## src/rtl/mem_pkg.sv

```systemverilog
// Shared definitions for the load/store responder.
// Funct3 access encodings, FSM states and lane helpers.
package mem_pkg;

  typedef enum logic [1:0] {
    IDLE,
    RD_WAIT,
    RD_DONE,
    HALTED
  } state_t;

  localparam logic [2:0] F3_B  = 3'b000;
  localparam logic [2:0] F3_H  = 3'b001;
  localparam logic [2:0] F3_W  = 3'b010;
  localparam logic [2:0] F3_BU = 3'b100;
  localparam logic [2:0] F3_HU = 3'b101;

  function automatic logic load_ok(
    input logic [2:0] f3,
    input logic [1:0] off
  );
    logic ok;
    case (f3)
      F3_B, F3_BU: ok = 1'b1;
      F3_H, F3_HU: ok = ~off[0];
      F3_W:        ok = (off == 2'b00);
      default:     ok = 1'b0;
    endcase
    return ok;
  endfunction

  function automatic logic store_ok(
    input logic [2:0] f3,
    input logic [1:0] off
  );
    logic ok;
    case (f3)
      F3_B:    ok = 1'b1;
      F3_H:    ok = ~off[0];
      F3_W:    ok = (off == 2'b00);
      default: ok = 1'b0;
    endcase
    return ok;
  endfunction

  function automatic logic [3:0] store_mask(
    input logic [2:0] f3,
    input logic [1:0] off
  );
    logic [3:0] m;
    case (f3)
      F3_B:    m = 4'b0001 << off;
      F3_H:    m = off[1] ? 4'b1100 : 4'b0011;
      default: m = 4'b1111;
    endcase
    return m;
  endfunction

  function automatic logic [31:0] store_data(
    input logic [2:0]  f3,
    input logic [31:0] wd
  );
    logic [31:0] d;
    case (f3)
      F3_B:    d = {4{wd[7:0]}};
      F3_H:    d = {2{wd[15:0]}};
      default: d = wd;
    endcase
    return d;
  endfunction

endpackage

```

## src/rtl/load_extend.sv

```systemverilog
// Picks the addressed byte/half out of a read word
// and sign- or zero-extends it to 32 bits.
module load_extend
  import mem_pkg::*;
(
  input  logic [2:0]  funct3,
  input  logic [1:0]  byte_off,
  input  logic [31:0] rdata,
  output logic [31:0] result
);

  logic [7:0]  sel_b;
  logic [15:0] sel_h;

  // lane select by byte offset
  always_comb begin
    sel_b = rdata[7:0];
    unique case (byte_off)
      2'd0: sel_b = rdata[7:0];
      2'd1: sel_b = rdata[15:8];
      2'd2: sel_b = rdata[23:16];
      2'd3: sel_b = rdata[31:24];
    endcase
    sel_h = byte_off[1] ? rdata[31:16] : rdata[15:0];
  end

  // size/sign extension
  always_comb begin
    result = rdata;
    case (funct3)
      F3_B:    result = {{24{sel_b[7]}}, sel_b};
      F3_BU:   result = {24'h0, sel_b};
      F3_H:    result = {{16{sel_h[15]}}, sel_h};
      F3_HU:   result = {16'h0, sel_h};
      default: result = rdata;
    endcase
  end

endmodule

```

## src/rtl/mem_responder.sv

```systemverilog
// Data-memory responder: single-cycle stores, 3-cycle loads,
// sticky misalignment error and halt handling.
module mem_responder
  import mem_pkg::*;
#(
  parameter int MEM_AW = 9
) (
  input  logic              clk,
  input  logic              reset,
  input  logic              MemRead,
  input  logic              MemWrite,
  input  logic [2:0]        Funct3,
  input  logic [31:0]       Addr,
  input  logic [31:0]       WrData,
  input  logic              haltPut,
  output logic [31:0]       RdData,
  output logic              Stall,
  output logic              MisalignErr,
  output logic              Halted,
  output logic              mem_en,
  output logic [3:0]        mem_we,
  output logic [MEM_AW-1:0] mem_addr,
  output logic [31:0]       mem_wdata,
  input  logic [31:0]       mem_rdata
);

  state_t      state;
  logic [2:0]  ld_f3;
  logic [1:0]  ld_off;
  logic        halt_pend;
  logic [31:0] ext_data;

  logic idle;
  logic legal_ld;
  logic legal_st;
  logic do_ld;
  logic do_st;
  logic req_err;

  logic unused_addr;
  assign unused_addr = ^Addr[31:MEM_AW+2];

  load_extend u_ext (
    .funct3   (ld_f3),
    .byte_off (ld_off),
    .rdata    (mem_rdata),
    .result   (ext_data)
  );

  // classify the request seen in IDLE
  always_comb begin
    idle     = (state == IDLE) && !reset;
    legal_ld = MemRead && !MemWrite
             && load_ok(Funct3, Addr[1:0]);
    legal_st = MemWrite && !MemRead
             && store_ok(Funct3, Addr[1:0]);
    do_ld    = idle && legal_ld;
    do_st    = idle && legal_st;
    req_err  = idle && (MemRead || MemWrite)
             && !legal_ld && !legal_st;
  end

  // SRAM strobes and core hold, same cycle as the request
  always_comb begin
    mem_en    = do_ld || do_st;
    mem_we    = do_st ? store_mask(Funct3, Addr[1:0])
                      : 4'b0000;
    mem_addr  = Addr[MEM_AW+1:2];
    mem_wdata = store_data(Funct3, WrData);
    Stall     = !reset
             && (do_ld || state == RD_WAIT);
  end

  // control FSM with registered status and load result
  always_ff @(posedge clk) begin
    if (reset) begin
      state       <= IDLE;
      RdData      <= 32'h0;
      MisalignErr <= 1'b0;
      Halted      <= 1'b0;
      halt_pend   <= 1'b0;
      ld_f3       <= 3'b000;
      ld_off      <= 2'b00;
    end else begin
      unique case (state)
        IDLE: begin
          if (req_err) begin
            MisalignErr <= 1'b1;
            Halted      <= 1'b1;
            state       <= HALTED;
          end else if (legal_ld) begin
            ld_f3     <= Funct3;
            ld_off    <= Addr[1:0];
            halt_pend <= haltPut;
            state     <= RD_WAIT;
          end else if (haltPut) begin
            Halted <= 1'b1;
            state  <= HALTED;
          end
        end
        RD_WAIT: begin
          RdData    <= ext_data;
          halt_pend <= halt_pend | haltPut;
          state     <= RD_DONE;
        end
        RD_DONE: begin
          halt_pend <= 1'b0;
          if (halt_pend || haltPut) begin
            Halted <= 1'b1;
            state  <= HALTED;
          end else begin
            state <= IDLE;
          end
        end
        HALTED: begin
          state <= HALTED;
        end
        default: state <= IDLE;
      endcase
    end
  end

endmodule

```

## config.mk

```make
export PLATFORM = sky130hd
export DESIGN_NAME = mem_responder
export DESIGN_NICKNAME = d
export VERILOG_FILES = /design/src/rtl/mem_pkg.sv /design/src/rtl/load_extend.sv /design/src/rtl/mem_responder.sv
export SDC_FILE = /design/constraint.sdc
export NUM_CORES = 1
export LEC_CHECK = 0
export CAP_MARGIN = 40
export CORE_MARGIN = 4
export CORE_UTILIZATION = 33
export DETAILED_ROUTE_END_ITERATION = 12
export GPL_ROUTABILITY_DRIVEN = 0
export PLACE_DENSITY_LB_ADDON = 0.08
export SKIP_LAST_GASP = 1
export SYNTH_ARGS = -nofsm -noshare
export SYNTH_HDL_FRONTEND = slang
export SYNTH_SLANG_ARGS = --single-unit
```

## constraint.sdc

```tcl
create_clock -name clk -period 2.8 [get_ports clk]
set_input_delay 0.56 -clock clk [delete_from_list [all_inputs] [get_ports clk]]
set_output_delay 0.56 -clock clk [all_outputs]
set_load 0.02 [all_outputs]
```

# Word-level counts from Yosys, hierarchy flattened
# Index checks and enable logic that the tools add are counted.
# classes
n_mux,22
reduce_logical,33
eq_ne,19
n_shift,1
n_bitwise,3
# op_table
operator,n
32-bit case mux with 4 select lines,1
32-bit case mux with 2 select lines,1
8-bit case mux with 4 select lines,1
16-bit 2-to-1 mux,1
"3-bit == test, second input constant",4
1-bit logical AND,11
1-bit case mux with 3 select lines,3
"2-bit == test, second input constant",4
2-bit 2-to-1 mux,4
4-bit 2-to-1 mux,2
2-bit case mux with 4 select lines,1
4-bit case mux with 2 select lines,1
"3-bit by 1-bit == test with 1-bit output, second input constant",2
2-bit logical NOT,3
3-bit logical NOT,2
1-bit 2-to-1 mux,6
"2-bit != test, second input constant",3
"3-bit != test, second input constant",2
3-bit AND reduction,2
1-bit logical NOT,5
"2-bit by 1-bit == test with 1-bit output, second input constant",2
1-bit logical OR,4
"4-bit != test, second input constant",1
4-bit AND reduction,1
other kinds (9),11
# word_totals
word_cells,85
input_bits,104
out_inout_bits,81
reg_bits,42

# Logic depth before layout (Yosys ltp)
# logic_depth
ltp_word,9
depth_mapped,7
ltp_nobuf,6

# Hierarchy
# From an unflattened synthesis, not the netlist that was laid out.
# hier_totals
cells_unflattened,354
hier_area_um2,2914.0
# by_module_without_submodules
mod,area_per_inst_um2,cells_each,n_inst,seq_area_each_um2
mem_responder,2245.9,243,1,840.8
load_extend,668.1,111,1,0.0

# Least setup slack after synthesis
# No wires, ideal clock.
# synth_timing
path_kind,input port to output port
from,input Funct3[0]
to,output mem_we[0]
arrival_ps,1816
required_ps,2240
cell_stages,5
path_buffers,1
setup_slack_ps,424
path_cell_list,buf_2 -> a21oi_2 -> o211ai_1 -> or2_1 -> a21oi_1
# synth_via
elab_chain_cells,5
word_cells_on_any_way,8
cone_classes,2 x eq/ne; 3 x mux; 3 x reduce/logical
# synth_lines
item,line_no,text
start: declaration,mem_responder.sv:12,"input logic [2:0] Funct3,"
3-bit by 2-bit == test with 1-bit output (tied with other cells),mem_pkg.sv:37,case (f3)
1-bit case mux with 3 select lines,mem_pkg.sv:37,
1-bit logical AND,mem_responder.sv:56,"&& store_ok(Funct3, Addr[1:0]);"
1-bit logical AND,mem_responder.sv:58,do_st = idle && legal_st;
4-bit 2-to-1 mux (*),mem_responder.sv:66,"mem_we = do_st ? store_mask(Funct3, Addr[1:0])"
end: declaration,mem_responder.sv:21,"output logic [3:0] mem_we,"
# Every way passes the cells marked *; elsewhere a longest branch is shown, timed or not.

# Final worst setup path
# layout_timing
from,input Funct3[2]
to,output mem_wdata[10]
# layout_via
elab_chain_cells,2
word_cells_on_any_way,3
cone_classes,1 x eq/ne; 1 x mux; 1 x reduce/logical
# layout_lines
item,line_no,text
3-bit by 1-bit == test with 1-bit output or 3-bit logical NOT (tied branches),mem_pkg.sv:64,case (f3)
32-bit case mux with 2 select lines (*),mem_pkg.sv:64,
end: declaration,mem_responder.sv:23,"output logic [31:0] mem_wdata,"
# Marks and branches as above.

==> out/results.env <==
AREA_OF_THE_MAPPED_NETLIST_SQ_UM=2940
CPPEAKSTAGEDELAY_NS=0.45
FINAL-SETUP-VIOL-COUNT=0
CRITPATHBUFINV=4
POWER.NET_SWITCHING_W=0.00124
START_UTIL=0.339
DRT_DRC_VIOLATIONS_LEFT=0
DRIVE_GT1_FRAC=0.0964
LAYOUT.CELLS.MOST_COMMON_LIST='clkdlybuf4s50_1 (113), dfxtp_1 (42), nor2_1 (34)'
PLACEMENT_ROW_COUNT=34
DRT_WL_TOTAL_MM=10.3
CLOCK_NET_SINK_COUNT=42
RSZ_0062_RAISED_AFTER_GLOBAL_ROUTING='false'
PWR-SHARE-COMB=0.558
CRITICAL_PATH.TOP_DELAY_FAMILY='buffers and inverters'
SYNTH_EDF_COUNT=0
PORT_BUFFERS=145
WORST_EP_ARRIVAL_TIME_NS=2.16
CRITICAL_PATH.STARTPOINT='Funct3[2]'
HIGHEST_FANOUT_SEEN_ON_THE_CRITICAL_PATH=8
DETAILROUTE.VIA_COUNT=3244
GRT_PASS1_VIAS=3176
DR.FIRST_ITER.DRC_COUNT=133
STATUS='finished, final reports clean'
FLIP_FLOP_CELL_WITH_THE_HIGHEST_COUNT_AFTER_SYNTHESIS='dfxtp_1'
YOSYS_REGISTER_BITS=42
FINAL_COMMON_CELL='clkdlybuf4s50_1'
DIE_AREA_SQ_UM=10500
SYNTH_MUX_AREA_FRAC=0.136
WORST_PIN_SLEW_NS=0.735
NUM_IO_PINS=185
DESIGN.FINAL.NETS=607
FINALCRITPERIODSHARE=0.973
TOTALPOWERFINAL_W=0.00301
POWER_PER_CELL_AREA_nW_PER_UM2=664
DESIGN_INTERNAL_POWER_W=0.00176
WORST_IR_DROP_VDD_mV=0.316
ANTENNA-DIODE-COUNT=0
GRT_ANTENNA_BEFORE_REPAIR=0
BUFFER_COUNT_FROM_POST_CTS_SETUP_FIXING=0
GRT_PASS1_WL_MM=16.2
AVGSYNTHCELLAREA_SQ_UM=8.03
WORST_SKEW_LATE_LATENCY_NS=0.30
POWER.SHARE.CLOCK=0.133
CP-START-KIND='input pin'
SEQUENTIAL_CELL_AREA_SQ_UM=841
FRACTION_OF_THE_MAPPED_NETLIST_AREA_IN_COMPOUND_GATES=0.277
CTS-HOLD-FIX-BUFFERS=0
CRITICAL_PATH_ENDPOINT_CATEGORY='output pin'
UTILIZATION=0.521
HOLD_PATH.CLASS='reg -> reg'
CORE_AREA_SQ_UM=8680
CLOCK_TREE_FROM_TRITONCTS='yes'
CTSROOTBUFFERMASTER='clkbuf_8'
DIE_H_UM=102
TIMING.CRITICAL_PATH.SLOWEST_STAGE_CELL='clkdlybuf4s50_1'
SYNTHESIS.INSTANCES=366
GRT_START_MAX_NET_PINS=69
POST_SYNTH_AND_OR_NAND_NOR_AREA_FRACTION=0.179
LAYOUT.FILLER_CELLS=866
FP.DIEW_UM=102
DRT-PASS1-ITER-COUNT=4
CRITICAL_PATH_CELL_BY_CELL='clkdlybuf4s50_1, buf_4, nor3_2, buf_6, mux2_1, dlygate4sd2_1'
FIN_HOLD_WS_NS=0.477
TOTAL_LEAKAGE_POWER_nW=1.67
DP_HPWL_MM=7.76
SLEW_VIOL_FINAL=0
GR-USAGE-ALL-LAYERS=0.194
POWER_SWITCHING_SHARE=0.414
REG2REG_FROM='state[1]'
SYN_TO_FINAL_GROWTH_PCT=53.9
SYNTH_SEQ_AREA_SHARE=0.286
SYNTH-ADDER-AREA-SHARE=0.0255
HTREEDEPTH=2
WORST_SETUP_HOLD_PATH_CLK_SLEW_NS=0.09
SYNTH_WARNINGS=0
MAPPEDNETLISTNETS=476
FINAL_CELL_COUNT_NO_FILL=606
TRITONCTS.NUM_BUFFERS=5
SEQ_POWER_SHARE=0.308
WORST_SLEW_MARGIN_REL=0.507
ASYNC_RESET_FF_FRAC=0
GRT.OVERFLOW.TOTAL=0
POST-ROUTE-MIN-PERIOD_NS=2.72
WORST-SETUP-PATH-TYPE='in -> out'
MAIN_COMBINATIONAL_CELL_FAMILY_BY_AREA_AFTER_SYNTHESIS='compound AO/OA/AOI/OAI gates'
MAX-CLOCK-PATH-BUFFERS=2
FINCLKSKEW_NS=0.0134
NUMBER_OF_DISTINCT_LIBRARY_CELLS_AFTER_SYNTHESIS=46
MAX_FREQ_MHz=367
NUMBER_OF_MAXIMUM_CAPACITANCE_CONSTRAINT_VIOLATIONS=0
DETAIL-ROUTE-ANTENNA-NETS=0
FINALHOLDVIOLATIONS=0
DP.CELLS=598
POST_SYNTH_XOR_AREA_FRACTION=0
WORSTPATHREQUIRED_NS=2.24
MULTI_INPUT_AREA_SQ_UM=1820
POST_DRT_WL_PER_CELL_UM=17.0
WORSTHOLDSTART='RdData[6]'
DETAIL_ROUTE.VIAS_PER_CELL=5.35
path summary, 6_finish.rpt:
path,endpoint,slack [ns],cells after the start
min,RdData[6],0.48,2
min reg2reg,RdData[6],0.48,2
max,mem_wdata[10],0.08,6
max reg2reg,state[1],0.84,6
power groups by stage:
stage          clock network (W)  logic (W)  registers (W)
3_5_place_dp                   0    0.00170       0.000937
3_3_place_gp                   0    0.00169       0.000936
5_1_grt                 0.000436    0.00183       0.000949
2_1_floorplan                  0   0.000811        0.00112
4_1_cts                 0.000412    0.00169       0.000928
6_report                0.000401    0.00168       0.000926
what timing repair did:
item / 4_1_cts / 5_1_grt
pin swaps: 0 / 0
resized for setup: 30 / 16
endpoints found under the setup margin: 30 / 21
routing by layer:
| layer | vias up | routed length, um | global-route usage |
|---|---|---|---|
| met5 | - | 0 | 0 |
| met4 | 0 | 107 | 0.0414 |
| met3 | 8 | 778 | 0.0498 |
| met2 | 105 | 4990 | 0.333 |
| met1 | 1529 | 4400 | 0.245 |
| li1 | 1602 | - | - |
area by class of cell:
| class | instances | share of cell area |
|---|---|---|
| multi-input cells | 270 | 0.402 |
| repair buffers | 170 | 0.357 |
| flip-flops and latches | 42 | 0.186 |
| well taps | 108 | 0.0299 |
| clock buffers | 6 | 0.0160 |
| inverters | 8 | 0.00664 |
| clock inverters | 2 | 0.00304 |
sequential cells by signal (all words and copies together) (netlist names):
| signal | count |
|---|---|
| MisalignErr | 1 |
| ld_off | 2 |
| halt_pend | 1 |
| RdData | 32 |
| Halted | 1 |
| state | 2 |
| ld_f3 | 3 |
cell families after synthesis:
| kind of cell | count (synthesis) |
|---|---|
| compound gates | 112 |
| simple gates | 115 |
| flops | 42 |
| mux | 37 |
| buf+inv | 54 |
| fa+ha+maj | 6 |
worst register-to-register path: cells and delay by family (launching register included):
| kind | cells | cell delay [ns] |
|---|---|---|
| AND/OR/NAND/NOR | 2 | 0.53 |
| buffers and inverters | 2 | 0.43 |
| flip-flops | 1 | 0.41 |
| AO/OA/AOI/OAI | 1 | 0.30 |
| adder cells (fa/ha/maj) | 1 | 0.19 |
synthesized netlist by cell type, types with 3 or more instances:
library cell,count,share of area
a41oi_1,17,0.051
o21ai_0,3,0.0051
o211ai_1,18,0.046
mux2_1,22,0.084
nor3_1,4,0.0068
nand3_1,21,0.036
mux2i_1,14,0.048
nor4_1,3,0.0064
buf_4,17,0.043
a21o_1,4,0.010
nor2b_1,4,0.0085
buf_2,3,0.0051
clkbuf_1,22,0.028
or3_1,5,0.011
nand2b_1,4,0.0085
a211oi_1,10,0.026
dfxtp_1,42,0.29
nand2_1,33,0.042
a211oi_2,5,0.021
ha_1,6,0.026
a311oi_1,3,0.0089
a22o_1,3,0.0089
o22ai_1,5,0.011
inv_1,6,0.0077
nor2_1,35,0.045
a21oi_1,29,0.049
stage by stage:
step           worst slack (ns)  setup TNS [ns]  cell area (sq um)
2_1_floorplan             0.424               0               2940
3_3_place_gp             -0.273           -5.78               4480
3_5_place_dp             -0.243           -5.56               4480
4_1_cts                 0.00872               0               4530
5_1_grt                0.000221               0               4530
6_report                 0.0763               0               4530
Note: power is estimated with default switching activity, not from simulation.
